--- src/rtl/valvula_multicanal.sv ---
// valvula_multicanal: N independent registered valve channels with dwell times, auto-mode open timeout and latched fault
module valvula_multicanal #(
  parameter int N_CANAIS      = 4,
  parameter int T_MIN_ABERTA  = 16,
  parameter int T_MIN_FECHADA = 16,
  parameter int T_MAX_ABERTA  = 1024
) (
  input  logic                  clock,
  input  logic                  reset_n,
  input  logic                  tick,
  input  logic [N_CANAIS-1:0]   manual,
  input  logic [N_CANAIS-1:0]   abre_manual,
  input  logic [N_CANAIS-1:0]   abre_auto,
  input  logic [N_CANAIS-1:0]   fecha_auto,
  input  logic [N_CANAIS-1:0]   limpa_falha,
  output logic [N_CANAIS-1:0]   abre_valvula,
  output logic [N_CANAIS-1:0]   falha,
  output logic [2*N_CANAIS-1:0] db_estado,
  output logic [N_CANAIS-1:0]   db_pedido
);
  localparam int T_TOPO = (T_MAX_ABERTA > T_MIN_FECHADA) ? T_MAX_ABERTA : T_MIN_FECHADA;
  localparam int CW = $clog2(T_TOPO + 1);
  localparam logic [CW-1:0] C_MIN_A = CW'(T_MIN_ABERTA);
  localparam logic [CW-1:0] C_MIN_F = CW'(T_MIN_FECHADA);
  localparam logic [CW-1:0] C_MAX_A = CW'(T_MAX_ABERTA);
  typedef enum logic [1:0] {FECHADA = 2'b00, ABERTA = 2'b01, FALHA = 2'b10, INVALIDO = 2'b11} estado_t;
  for (genvar c = 0; c < N_CANAIS; c++) begin : g_canal
    estado_t       r_estado, w_prox;
    logic [CW-1:0] r_cnt;
    logic          r_req, w_req;
    always_comb begin
      w_prox = r_estado;
      case (r_estado)
        FECHADA: w_prox = (r_req && r_cnt >= C_MIN_F) ? ABERTA : FECHADA;
        // timeout has priority over a normal close on the same edge
        ABERTA:  w_prox = (!manual[c] && r_cnt >= C_MAX_A) ? FALHA :
                          (!r_req && r_cnt >= C_MIN_A) ? FECHADA : ABERTA;
        FALHA:   w_prox = limpa_falha[c] ? FECHADA : FALHA;
        default: w_prox = FECHADA;
      endcase
    end
    assign w_req = (r_estado == FALHA && limpa_falha[c]) ? 1'b0 :
                   manual[c]     ? abre_manual[c] :
                   abre_auto[c]  ? 1'b1 :
                   fecha_auto[c] ? 1'b0 : r_req;
    always_ff @(posedge clock or negedge reset_n) begin
      if (!reset_n) begin
        r_estado <= FECHADA;
        r_cnt    <= '0;
        r_req    <= 1'b0;
      end else begin
        r_estado <= w_prox;
        r_req    <= w_req;
        r_cnt    <= (w_prox != r_estado) ? '0 :
                    (tick && r_cnt != '1) ? r_cnt + CW'(1) : r_cnt;
      end
    end
    assign abre_valvula[c]    = (r_estado == ABERTA);
    assign falha[c]           = (r_estado == FALHA);
    assign db_estado[2*c +: 2] = r_estado;
    assign db_pedido[c]       = r_req;
  end
endmodule

--- config.mk ---
export PLATFORM = sky130hd
export DESIGN_NAME = valvula_multicanal
export DESIGN_NICKNAME = d
export VERILOG_FILES = /design/src/rtl/valvula_multicanal.sv
export SDC_FILE = /design/constraint.sdc
export NUM_CORES = 1
export LEC_CHECK = 0
export BUFFER_PORTS_ARGS = -buffer_cell sky130_fd_sc_hd__buf_4
export CELL_PAD_IN_SITES_DETAIL_PLACEMENT = 0
export CELL_PAD_IN_SITES_GLOBAL_PLACEMENT = 1
export CORE_ASPECT_RATIO = 1.4
export CORE_MARGIN = 5
export CORE_UTILIZATION = 30
export CTS_BUF_LIST = sky130_fd_sc_hd__clkbuf_8
export CTS_CLUSTER_DIAMETER = 120
export DETAILED_ROUTE_END_ITERATION = 16
export PLACE_DENSITY = 0.65
export SETUP_SLACK_MARGIN = 0.4
export SLEW_MARGIN = 30
export SYNTH_ARGS = -nofsm -noshare
export SYNTH_HDL_FRONTEND = slang
export SYNTH_SLANG_ARGS = --single-unit
--- constraint.sdc ---
create_clock -name clock -period 2.75 [get_ports clock]
set_input_delay 0.1375 -clock clock [delete_from_list [all_inputs] [get_ports clock]]
set_output_delay 0.1375 -clock clock [all_outputs]
set_load 0.05 [all_outputs]
==> reports/qor_table.md <==
| Group | Result | Value |
|---|---|---|
| finish | Share of cells above drive strength 1 | 0.1892 |
| floorplanning | Overall die height | 132.0 µm |
| worst setup path | Cells along the critical path | or4_1 -> nor4_2 -> o211ai_1 -> clkbuf_2 -> a21oi_1 |
| synth | Leading area contributor after synthesis | sky130_fd_sc_hd__dfrtp_1 |
| synth | Area of the mapped netlist | 3187 µm² |
| worst setup path | Crit Path Max Fanout | 6 |
| floorplanning | Die width | 97.11 µm |
| synth | Gate Count Post-Synth | 327 |
| finish | Final core occ | 0.3591 |
| worst setup path | Data arrival at the endpoint of the critical path | 2160 ps |
| floorplanning | Area of the die | 12810 µm² |
| synth | Cell types occupying the most area after synthesis | sky130_fd_sc_hd__dfrtp_1, sky130_fd_sc_hd__a211oi_1, sky130_fd_sc_hd__a21oi_1 |
| power | P per Cell Area | 752.6 nW/µm² |
| clock network | Insertion delay of the later-clocked pin in the worst-skew pair | 320 ps |
| worst setup path | Required arrival time at the worst endpoint | 2990 ps |
| timing | Clock skew after layout | 13.06 ps |
| worst setup path | Launch point of the worst path | g_canal[3].r_cnt[9]$_DFFE_PN0P_ |
| worst setup path | Largest delay contributor family on the critical path | simple AND/OR/NAND/NOR gates |
| worst setup path | Cell type of the slowest stage on the worst timing path | sky130_fd_sc_hd__or4_1 |
| synth | Number of unique standard cell types used by synthesis | 56 |
| finish | Multi-input gate area in the final layout | 1643 µm² |
| synth | Count of warnings emitted by yosys | 0 |
| synth | Adder and majority gate portion of the synthesized area | 0.01570 |
| synth | Post-synth EDFFs | 0 |
| finish | Sequential cell area | 1401 µm² |
| clock network | H-tree level count | 2 |
| clock network | Buffers from clock root to sink, at most | 2 |
| synth | Synthesized-area fraction occupied by ao, oa, aoi and oai cells | 0.1932 |
| floorplanning | Std-Cell Rows | 44 |
| worst setup path | Crit path depth | 5 |
| synth | Area share of the largest cell type after synthesis | 0.4397 |
| route | Wirelength, routed | 7264 µm |
| floorplanning | Number of primary I/O pins | 43 |
| clock network | Total CTS buffers | 5 |
| route | Violation count after the first detailed-routing iteration | 83 |
| grt | Combined global-route utilization of all metal layers | 0.1160 |
| synth | Flip-flop and latch count after synthesis | 56 |
| worst setup path | Critical Path Start Type | register |
| power | IR drop worst, VDD | 0.4321 mV |
| synth | Prevailing post-synth register cell | sky130_fd_sc_hd__dfrtp_1 |
| route | Drt first pass iters | 7 |
| synth | Fraction of synthesized cell area in xor and xnor cells | 0.01924 |
| clock network | Cts hold-fix bufs | 4 |
| worst setup path | Worst setup path category | register to register |
| worst setup path | Critical Path End Type | register |
| finish | Final antenna diode count | 0 |
| timing | RSZ-0062 raised after global routing | false |
| timing | Worst-Margin Slew | 732.6 ps |
| route | DRC | 0 |
| timing | Highest attainable clock frequency | 519.8 MHz |
| finish | Filler cell count | 1064 |
| timing | Final hold violation count | 0 |
| clock network | Clock-pin slew reported for the worst setup and hold paths after clock tree synthesis | 100 ps |
| clock network | CTS tree | built |
| finish | Area added between synthesis and finish | 17.24% |
| worst setup path | Bufs and invs on worst path | 1 |
| timing | Sum of negative setup slack | 0 ps |
| place | Final GP Congestion | 0.7561 |
| finish | Nets | 396 |
| synth | Simple logic cell fraction of the synthesized area | 0.2564 |
| timing | Worst rel slew slack | 0.5116 |
| grt | Largest net degree at the start of global routing | 57 |
| grt | First-pass GRT wire length | 12620 µm |
| route | Via density | 5.427 |
| job | Number of max-capacitance violations reported | 0 |
| worst setup path | Reg2reg end | g_canal[3].r_cnt[5]$_DFFE_PN0P_ |
| clock network | Post-cts repair resize count | 0 |
| grt | Gr ovfl total | 0 |
| synth | Share of cell area taken by muxes after synthesis | 0.02905 |
| synth | Post-Syn Nets | 354 |
| worst hold path | Number of cells on the worst hold path | 2 |
| timing | Minimum clock period after layout | 1924 ps |
| route | Total via count in the routed design | 2757 |
| clock network | Post-CTS setup-driven buffer insertion count | 0 |
| floorplanning | Placeable Area | 10410 µm² |
| synth | Average size of a mapped cell | 9.746 µm² |
| worst hold path | Min-Delay Path Class | input port to register |
| synth | Most frequent cell after synthesis | sky130_fd_sc_hd__dfrtp_1 |
| timing | Final critical-path share of the clock period | 0.6996 |
| timing | Max-slew violation count | 0 |
| worst setup path | Register-to-Register Setup Slack | 830 ps |
| route | Remaining antenna violation count | 0 |
| synth | List of most frequent post-synthesis cells | sky130_fd_sc_hd__dfrtp_1, sky130_fd_sc_hd__nor2_1, sky130_fd_sc_hd__a21oi_1 |
| route | Final routed wire length divided by cell count | 14.30 µm |
| grt | Number of global-route vias before repair | 2713 |
| floorplanning | Effective utilization at floorplan | 0.3063 |
| timing | Final setup viols | 0 |
| clock network | Number of sinks driven by the clock tree | 56 |
| place | HPWL after detailed placement | 4997 µm |
| worst setup path | Peak per-stage delay on the critical path | 550 ps |
| clock network | CTS root buf | sky130_fd_sc_hd__clkbuf_8 |
| power | Static power due to leakage | 1.561 nW |
| run status | Status | completed |
| place | # port buffers | 42 |
| grt | Antenna violations before repair | 0 |
| worst setup path | R2r worst-path depth | 5 |
| worst setup path | Origin of the critical flop-to-flop path | g_canal[3].r_cnt[9]$_DFFE_PN0P_ |
| worst setup path | Capture point of the critical path | g_canal[3].r_cnt[5]$_DFFE_PN0P_ |
| synth | Share of flip-flops with an asynchronous set or reset | 1.000 |
| synth | Post-synthesis sequential area ratio | 0.4397 |
| synth | Main combinational cell family by area after synthesis | simple AND/OR/NAND/NOR gates |
-- placed cells by master, fill, tap and decap left out, types with 6 or more instances in the layout --
cell type / synthesis / final
sky130_fd_sc_hd__nor4_1: 7 / 7
sky130_fd_sc_hd__o21ai_0: 14 / 14
sky130_fd_sc_hd__a211oi_1: 14 / 14
sky130_fd_sc_hd__nand3_1: 13 / 13
sky130_fd_sc_hd__xor2_1: 7 / 7
sky130_fd_sc_hd__buf_4: 4 / 42
sky130_fd_sc_hd__mux2i_1: 7 / 7
sky130_fd_sc_hd__dfrtp_1: 56 / 56
sky130_fd_sc_hd__clkbuf_8: 1 / 6
sky130_fd_sc_hd__nor2b_1: 6 / 6
sky130_fd_sc_hd__nor3_1: 15 / 15
sky130_fd_sc_hd__or3_1: 11 / 11
sky130_fd_sc_hd__o31ai_1: 8 / 8
sky130_fd_sc_hd__inv_1: 15 / 15
sky130_fd_sc_hd__nand2_1: 18 / 18
sky130_fd_sc_hd__or4_1: 7 / 7
sky130_fd_sc_hd__nor2_1: 26 / 26
sky130_fd_sc_hd__a21oi_1: 21 / 21
-- layout make-up --
type,instances,share of cell area
Multi-Input combinational cell,243,0.4397
Sequential cell,56,0.3751
Timing Repair Buffer,48,0.09913
Tap cell,138,0.04622
Clock buffer,6,0.02210
Inverter,15,0.01507
Clock inverter,2,0.002679
-- per-stage QoR --
stage / setup WS [ps] / cell area, µm² / cells / hold WS, ps / total power (W)
after detailed placement: 771.7 / 3582 / 494 / 259.5 / 0.002342
after global routing: 676.6 / 3736 / 508 / 4.008 / 0.003045
after CTS: 764.7 / 3715 / 506 / 2.250 / 0.002846
after global placement: 844.5 / 3582 / 494 / 254.2 / 0.002322
after floorplan: 473.3 / 3187 / 327 / -158.1 / 0.002043
final: 826.0 / 3736 / 508 / 19.45 / 0.002812
-- metal layers --
metal	vias up	global-route usage	wire length [µm]
met2	52	0.2031	3623
li1	1337	-	-
met4	0	0.04294	125
met5	-	0	0
met1	1361	0.1392	3271
met3	7	0.02435	243
-- state kept, by name, summed over array words and instances (netlist names) --
register	cells
g_canal.r_cnt	44
g_canal.r_estado	8
g_canal.r_req	4
-- power by group --
group | switching (W) | internal, W
clock | 0.000276 | 0.000202
combinational | 0.000661 | 0.000416
sequential | 0.000240 | 0.00102
-- worst min path at each step --
stage / startpoint / to / slack [ps]
3_3_place_gp: reset_n / g_canal[1].r_cnt[4]$_DFFE_PN0P_ / 250
5_1_grt: limpa_falha[3] / g_canal[3].r_req$_DFFE_PN0P_ / 4
6_report: manual[1] / g_canal[1].r_req$_DFFE_PN0P_ / 20
4_1_cts: manual[2] / g_canal[2].r_req$_DFFE_PN0P_ / 2
3_5_place_dp: reset_n / g_canal[1].r_cnt[6]$_DFFE_PN0P_ / 260
2_1_floorplan: reset_n / g_canal[0].r_cnt[0]$_DFFE_PN0P_ / -160
-- cells by family after synthesis --
family / Yosys count
AOI/OAI and AO/OA: 86
and+or+nand+nor: 137
adders and majority gates: 4
DFF: 56
xor gates and xnor gates: 7
muxes: 9
buffers and inverters: 28
(Power assumes the default switching activity.)
